`config.mk`:
```
export PLATFORM = sky130hd
export DESIGN_NAME = partition_error_meter_flat
export DESIGN_NICKNAME = d
export VERILOG_FILES = /design/src/rtl/partition_error_meter_if.sv /design/src/rtl/partition_error_meter.sv /design/src/flat_wrapper.sv
export SDC_FILE = /design/constraint.sdc
export NUM_CORES = 1
export LEC_CHECK = 0
export ABC_AREA = 1
export CAP_MARGIN = 25
export CELL_PAD_IN_SITES_DETAIL_PLACEMENT = 0
export CELL_PAD_IN_SITES_GLOBAL_PLACEMENT = 2
export CORE_MARGIN = 4
export CORE_UTILIZATION = 29
export DETAILED_ROUTE_END_ITERATION = 8
export PLACE_DENSITY_LB_ADDON = 0.1
export SLEW_MARGIN = 15
export SYNTH_ARGS = -nofsm -noshare
export SYNTH_HDL_FRONTEND = slang
export SYNTH_SLANG_ARGS = --single-unit
export TNS_END_PERCENT = 20
```
`constraint.sdc`:
```
create_clock -name clk -period 4.05 [get_ports clk]
set_input_delay 0.6075 -clock clk [delete_from_list [all_inputs] [get_ports clk]]
set_output_delay 0.6075 -clock clk [all_outputs]
set_load 0.005 [all_outputs]
```
`src/rtl/partition_error_meter_if.sv`:
```
// partition_error_meter_if
//  Bundles the sweep control, the partition drive/sample words and the
//  metric readout of one partition error meter.
//  Ports (signals):
//    start, abort             sweep control into the meter
//    pi                       vector driven onto both partitions
//    po_exact, po_approx      exact / approximate partition outputs
//    busy, done               sweep status
//    err_count, hd_sum,
//    abs_err_sum, max_abs_err accumulated error metrics
//  Modports: master = stimulus/partition side, slave = the meter itself.
interface partition_error_meter_if #(
  parameter int NUM_IN  = 6,
  parameter int NUM_OUT = 4
);
  localparam int HDW = NUM_IN + $clog2(NUM_OUT + 1);

  logic                       start;
  logic                       abort;
  logic [NUM_IN-1:0]          pi;
  logic [NUM_OUT-1:0]         po_exact;
  logic [NUM_OUT-1:0]         po_approx;
  logic                       busy;
  logic                       done;
  logic [NUM_IN:0]            err_count;
  logic [HDW-1:0]             hd_sum;
  logic [NUM_IN+NUM_OUT-1:0]  abs_err_sum;
  logic [NUM_OUT-1:0]         max_abs_err;

  modport master (
    output start, abort, po_exact, po_approx,
    input  pi, busy, done, err_count, hd_sum, abs_err_sum, max_abs_err
  );

  modport slave (
    input  start, abort, po_exact, po_approx,
    output pi, busy, done, err_count, hd_sum, abs_err_sum, max_abs_err
  );
endinterface

```
`src/rtl/partition_error_meter.sv`:
```
// partition_error_meter
//  Exhaustive-sweep error meter for one approximated partition. Walks pi
//  through every input vector, waits SETTLE cycles per vector, then samples
//  the exact and approximate outputs and accumulates error count, Hamming
//  distance sum, absolute error sum and maximum absolute error.
//  Ports:
//    clk   in  rising-edge clock
//    rst   in  synchronous active-high reset
//    bus   slave modport of partition_error_meter_if (control, pi, po_*,
//          busy/done and the four metrics)
module partition_error_meter #(
  parameter int NUM_IN  = 6,
  parameter int NUM_OUT = 4,
  parameter int SETTLE  = 1
) (
  input  logic                     clk,
  input  logic                     rst,
  partition_error_meter_if.slave   bus
);

  localparam int HW   = $clog2(NUM_OUT + 1);
  localparam int ERRW = NUM_IN + 1;
  localparam int HDW  = NUM_IN + HW;
  localparam int ABSW = NUM_IN + NUM_OUT;
  localparam int CW   = (SETTLE < 2) ? 1 : $clog2(SETTLE + 1);
  localparam logic [CW-1:0] SETTLE_LD = CW'(SETTLE);

  typedef enum logic [1:0] {IDLE, DRIVE, SAMPLE, DONE} state_t;

  // With no settle time the sweep skips DRIVE and samples every cycle.
  localparam state_t FIRST = (SETTLE == 0) ? SAMPLE : DRIVE;

  state_t              r_state;
  state_t              w_next;
  logic [NUM_IN-1:0]   r_pi;
  logic [CW-1:0]       r_cnt;
  logic [ERRW-1:0]     r_err_count;
  logic [HDW-1:0]      r_hd_sum;
  logic [ABSW-1:0]     r_abs_err_sum;
  logic [NUM_OUT-1:0]  r_max_abs_err;

  logic                w_idle_like;
  logic                w_busy_like;
  logic                w_take_start;
  logic                w_take_abort;
  logic                w_last;
  logic                w_settled;
  logic [NUM_OUT-1:0]  w_xor;
  logic [NUM_OUT-1:0]  w_diff;
  logic [HW-1:0]       w_hd;
  logic                w_busy;
  logic                w_done;

  assign w_idle_like  = (r_state == IDLE) || (r_state == DONE);
  assign w_busy_like  = (r_state == DRIVE) || (r_state == SAMPLE);
  assign w_take_start = w_idle_like && bus.start;
  assign w_take_abort = w_busy_like && bus.abort;
  assign w_last       = &r_pi;
  // The counter is decremented on the same edge that leaves DRIVE, so the
  // transition fires while it still reads 1.
  assign w_settled    = (r_cnt <= CW'(1));

  // Per-vector error terms from the two partition outputs.
  assign w_xor  = bus.po_exact ^ bus.po_approx;
  assign w_diff = (bus.po_exact >= bus.po_approx) ? (bus.po_exact - bus.po_approx)
                                                  : (bus.po_approx - bus.po_exact);

  // Popcount of the differing output bits.
  always_comb begin
    w_hd = '0;
    for (int i = 0; i < NUM_OUT; i++) begin
      w_hd = w_hd + HW'(w_xor[i]);
    end
  end

  // State register.
  always_ff @(posedge clk) begin
    if (rst) begin
      r_state <= IDLE;
    end else begin
      r_state <= w_next;
    end
  end

  // Next-state logic; abort beats everything while busy, start is only
  // looked at when idle or done.
  always_comb begin
    w_next = r_state;
    case (r_state)
      IDLE:    if (w_take_start) w_next = FIRST;
      DRIVE: begin
        if (w_take_abort)   w_next = IDLE;
        else if (w_settled) w_next = SAMPLE;
      end
      SAMPLE: begin
        if (w_take_abort) w_next = IDLE;
        else if (w_last)  w_next = DONE;
        else              w_next = FIRST;
      end
      DONE:    if (w_take_start) w_next = FIRST;
      default: w_next = IDLE;
    endcase
  end

  // Status outputs decoded from the state.
  always_comb begin
    w_busy = 1'b0;
    w_done = 1'b0;
    case (r_state)
      DRIVE, SAMPLE: w_busy = 1'b1;
      DONE:          w_done = 1'b1;
      default: begin
        w_busy = 1'b0;
        w_done = 1'b0;
      end
    endcase
  end

  // Sweep datapath: vector pointer, settle counter and metric accumulators.
  // An aborted sample is simply not accumulated; pi and metrics hold.
  always_ff @(posedge clk) begin
    if (rst) begin
      r_pi          <= '0;
      r_cnt         <= '0;
      r_err_count   <= '0;
      r_hd_sum      <= '0;
      r_abs_err_sum <= '0;
      r_max_abs_err <= '0;
    end else begin
      case (r_state)
        IDLE, DONE: begin
          if (w_take_start) begin
            r_pi          <= '0;
            r_cnt         <= SETTLE_LD;
            r_err_count   <= '0;
            r_hd_sum      <= '0;
            r_abs_err_sum <= '0;
            r_max_abs_err <= '0;
          end
        end
        DRIVE: begin
          if (!w_take_abort) begin
            r_cnt <= r_cnt - CW'(1);
          end
        end
        SAMPLE: begin
          if (!w_take_abort) begin
            r_err_count   <= r_err_count + ERRW'(w_diff != '0);
            r_hd_sum      <= r_hd_sum + HDW'(w_hd);
            r_abs_err_sum <= r_abs_err_sum + ABSW'(w_diff);
            if (w_diff > r_max_abs_err) begin
              r_max_abs_err <= w_diff;
            end
            if (!w_last) begin
              r_pi  <= r_pi + NUM_IN'(1);
              r_cnt <= SETTLE_LD;
            end
          end
        end
        default: begin
          r_pi <= r_pi;
        end
      endcase
    end
  end

  assign bus.pi          = r_pi;
  assign bus.busy        = w_busy;
  assign bus.done        = w_done;
  assign bus.err_count   = r_err_count;
  assign bus.hd_sum      = r_hd_sum;
  assign bus.abs_err_sum = r_abs_err_sum;
  assign bus.max_abs_err = r_max_abs_err;

endmodule

```
`src/flat_wrapper.sv`:
```
// flat-port wrapper written by rule: the top's interface ports become plain ports
module partition_error_meter_flat 
#(
  parameter int NUM_IN  = 6,
  parameter int NUM_OUT = 4,
  parameter int SETTLE  = 1
)
  (clk, rst, bus_start, bus_abort, bus_po_exact, bus_po_approx, bus_pi, bus_busy, bus_done, bus_err_count, bus_hd_sum, bus_abs_err_sum, bus_max_abs_err);
  partition_error_meter_if #(.NUM_IN(NUM_IN), .NUM_OUT(NUM_OUT)) bus_i ();
  input  logic clk;
  input  logic rst;
  input wire logic [$bits(bus_i.start)-1:0] bus_start;
  input wire logic [$bits(bus_i.abort)-1:0] bus_abort;
  input wire logic [$bits(bus_i.po_exact)-1:0] bus_po_exact;
  input wire logic [$bits(bus_i.po_approx)-1:0] bus_po_approx;
  output wire logic [$bits(bus_i.pi)-1:0] bus_pi;
  output wire logic [$bits(bus_i.busy)-1:0] bus_busy;
  output wire logic [$bits(bus_i.done)-1:0] bus_done;
  output wire logic [$bits(bus_i.err_count)-1:0] bus_err_count;
  output wire logic [$bits(bus_i.hd_sum)-1:0] bus_hd_sum;
  output wire logic [$bits(bus_i.abs_err_sum)-1:0] bus_abs_err_sum;
  output wire logic [$bits(bus_i.max_abs_err)-1:0] bus_max_abs_err;
  assign bus_i.start = bus_start;
  assign bus_i.abort = bus_abort;
  assign bus_i.po_exact = bus_po_exact;
  assign bus_i.po_approx = bus_po_approx;
  assign bus_pi = bus_i.pi;
  assign bus_busy = bus_i.busy;
  assign bus_done = bus_i.done;
  assign bus_err_count = bus_i.err_count;
  assign bus_hd_sum = bus_i.hd_sum;
  assign bus_abs_err_sum = bus_i.abs_err_sum;
  assign bus_max_abs_err = bus_i.max_abs_err;
  partition_error_meter #(.NUM_IN(NUM_IN), .NUM_OUT(NUM_OUT), .SETTLE(SETTLE)) u_core (.clk(clk), .rst(rst), .bus(bus_i));
endmodule
```
==> results.ini <==
[synth]
syn_area_per_cell_sq_um = 7.16
synth_edf_count = 0
synth_area_leader_cell = dfxtp_1
synth_mux_area_share_pct = 0
async_flop_share_pct = 0
synthDominantCellAreaShare_pct = 30.0
synth.most_common_cell = nand2_1
ys.warnings.count = 0
syn_area_sq_um = 2540
netlist_instances = 354
synthSimpleGateAreaFrac_pct = 28.9
ys_seq_elements = 38
synth_compound_area_share_pct = 12.1
synth_top_family_by_area = simple AND/OR/NAND/NOR gates
seq_area_frac_synth_pct = 30.0
synth_area_leaders = dfxtp_1 (30%), nand2_1 (13%), ha_1 (13%)
synth_nets = 397
synthAdderAreaFrac_pct = 16.8
synth_flop_cell = dfxtp_1
synth_xor_area_share_pct = 1.38
ys_types = 35
yosys-top-cells-count = nand2_1 (90), inv_1 (58), a21oi_1 (40)

[grt]
grt_pass1_wl_mm = 10.1
grt_pass1_vias = 2143
grt_start_max_net_pins = 20
grt_antenna_before_repair = 0
grtUsageTotal_pct = 12.2
grt_overflow = 0

[setup_path]
cp-start-kind = input port
cp-endpoint = u_core.bus.hd_sum[6]
regToRegEndpoint = u_core.bus.err_count[5]
crit_slowest_cell = clkdlybuf4s50_1
path_class = input port to flip-flop
arrival_ns = 3.75
worst-path-max-fanout = 4
r2r-start = u_core.r_state[0]
cpMostUsedCell = inv_1
required_ns = 4.22
critPathLaunch = bus_po_approx[1]
crit_path_end_kind = flip-flop
reg2regPathDepth = 8
cp_cell_sequence = clkdlybuf4s50_1, inv_1, ha_1, inv_1, ha_1, inv_1, fa_1, inv_1, ha_1, fa_1, nand2_1, inv_1, nor2_1, nor3_2, a21oi_1, nor3_1
max_stage_delay_ns = 0.53
ff2ff_setup_slack_ns = 2.06

[die]
die_h_um = 102
fp.dieW_um = 102
core_sq_um = 8340
die_area_sq_um = 10300
fp-row-count = 33
start_util_pct = 30.4
pin_count = 50

[placement]
dp_cells = 504
dpl_cell_area_sq_um = 3130
routabilityCongestion = 0.725
dpl.hpwl_mm = 4.62
port_buffers = 49

[power_and_ir_drop]
peakVddDrop_mv = 0.197
p_leak_nw = 1.41
p_per_area_nw_per_um2 = 404
fin_total_pwr_mw = 1.31

[routing]
wirelength_met1_mm = 3.00
drc = 0
wirelength_mm = 5.89
wl_per_cell_um = 11.5
avgViaCountPerCell = 4.42
vias = 2259
wl_met2_mm = 2.59
initialDrtViolationCount = 71
routed.top_layer = met4
drt_pass1_iterations = 4
dr_wl_met3_um = 249
postRouteAntennaNets = 0

[clocking]
root_buffer = clkbuf_8
cts_tree = yes
ctsHoldBuffers = 0
worstSkewPairLatency_ns = 0.29
clock_path_buffers = 2
cts_made_buffers = 5
cts.reportedPaths.clkPinSlew_ns = 0.08
post-cts-setup-buffers = 0
htree_levels = 2
cts.sinks = 38
postCtsResizedCells = 0

[timing]
setup_viol = 0
skew_ns = 0.00856
slew_violations = 0
maxSlewHeadroom_pct = 60.0
worstMarginPinSlew_ns = 0.600
max_freq_mhz = 280
min_period_over_period_pct = 88.3
layout_min_cycle_time_ns = 3.58
rsz0062_at_grt = no
hold_viol = 0
setup_tns_ns = 0

[final_layout]
final_core_util_pct = 38.9
antennaDiodeCount = 0
fin_nets = 449
layout-drive-gt1-share_pct = 7.39
synthToLayoutAreaGrowth_pct = 28.0
final_cells = 511
stdcell_area_sq_um = 3250

[outcome]
status = complete, no violations

[min_path]
hold_class = flip-flop to flip-flop

[run]
drv_cap = 0

-- cells in the final DEF, fill, tap and decap left out --
| master | instances |
|---|---|
| or2_0 | 1 |
| nand2_4 | 2 |
| bufinv_16 | 1 |
| nand2_2 | 6 |
| nand2_1 | 90 |
| nand3_2 | 1 |
| clkinv_1 | 1 |
| a211oi_1 | 2 |
| o21ai_0 | 9 |
| o21bai_1 | 2 |
| o21ai_4 | 1 |
| a21o_1 | 1 |
| dfxtp_1 | 38 |
| inv_2 | 3 |
| nor2_2 | 2 |
| clkbuf_8 | 6 |
| fa_1 | 5 |
| xor2_1 | 3 |
| nor2_1 | 15 |
| buf_4 | 1 |
| ha_1 | 26 |
| nand3_4 | 1 |
| nor2_8 | 1 |
| a21oi_1 | 40 |
| nor2_4 | 1 |
| nor4_1 | 1 |
| inv_1 | 58 |
| clkdlybuf4s50_1 | 49 |
| inv_4 | 2 |
| nor3_2 | 1 |
| nor3_1 | 4 |
| xnor2_1 | 1 |
| nand4_1 | 6 |
| o211ai_1 | 1 |
| nand3_1 | 23 |
| and3_4 | 1 |
-- worst max-delay path: cells and delay by family --
kind            cells  cell delay [ns]
simple gates        4             0.39
fa+ha+maj           5             1.73
buf+inv             6             0.87
compound gates      1             0.14
-- stage by stage --
step                      worst slack [ns]  hold WS, ns
final                                0.473        0.459
after global routing                 0.223        0.487
after global placement               0.259        0.445
after detailed placement             0.207        0.450
after CTS                            0.495        0.463
after floorplan                      0.969        0.450
-- state kept, by name, summed over array words and instances (netlist names) --
register	flops
u_core.bus.err_count	7
u_core.bus.pi	6
u_core.bus.hd_sum	9
u_core.r_state	2
u_core.bus.abs_err_sum	10
u_core.bus.max_abs_err	4
-- where the power goes --
group | leakage (nW) | switching [mW] | internal, mW
clock | 0.0573 | 0.138 | 0.197
sequential | 0.307 | 0.0245 | 0.397
combinational | 1.05 | 0.353 | 0.201
total | 1.41 | 0.515 | 0.796
-- worst min-delay path by stage --
stage | from | endpoint | slack [ns] | cells after the start
2_1_floorplan | u_core.bus.abs_err_sum[6] | u_core.bus.abs_err_sum[6] | 0.45 | 2
3_5_place_dp | u_core.bus.abs_err_sum[6] | u_core.bus.abs_err_sum[6] | 0.45 | 2
6_report | u_core.bus.abs_err_sum[6] | u_core.bus.abs_err_sum[6] | 0.46 | 2
4_1_cts | u_core.bus.abs_err_sum[6] | u_core.bus.abs_err_sum[6] | 0.46 | 2
5_1_grt | u_core.bus.abs_err_sum[6] | u_core.bus.abs_err_sum[6] | 0.49 | 2
3_3_place_gp | u_core.bus.abs_err_sum[6] | u_core.bus.abs_err_sum[6] | 0.45 | 2
-- routing by layer --
layer  vias up  track usage (%)
met5         -                0
met4         0             3.07
met3         4             2.75
met2        38             19.2
met1       987             16.8
li1       1230                -
-- area by class of cell --
| cell class | instances | area (sq um) |
|---|---|---|
| fillers | 904 | 5090 |
| multi-input cells | 247 | 1500 |
| flip-flops and latches | 38 | 761 |
| repair buffers | 50 | 498 |
| inverters | 64 | 245 |
| well taps | 105 | 131 |
| clock buffers | 6 | 82.6 |
| clock inverters | 1 | 30.0 |
-- logic make-up after synthesis --
| logic type | after synthesis |
|---|---|
| AO/OA/AOI/OAI | 56 |
| AND/OR/NAND/NOR | 156 |
| adder cells (fa/ha/maj) | 31 |
| flip-flops | 38 |
| XOR/XNOR | 4 |
| buffers and inverters | 69 |
No activity file was read; power rests on OpenSTA's default activity.
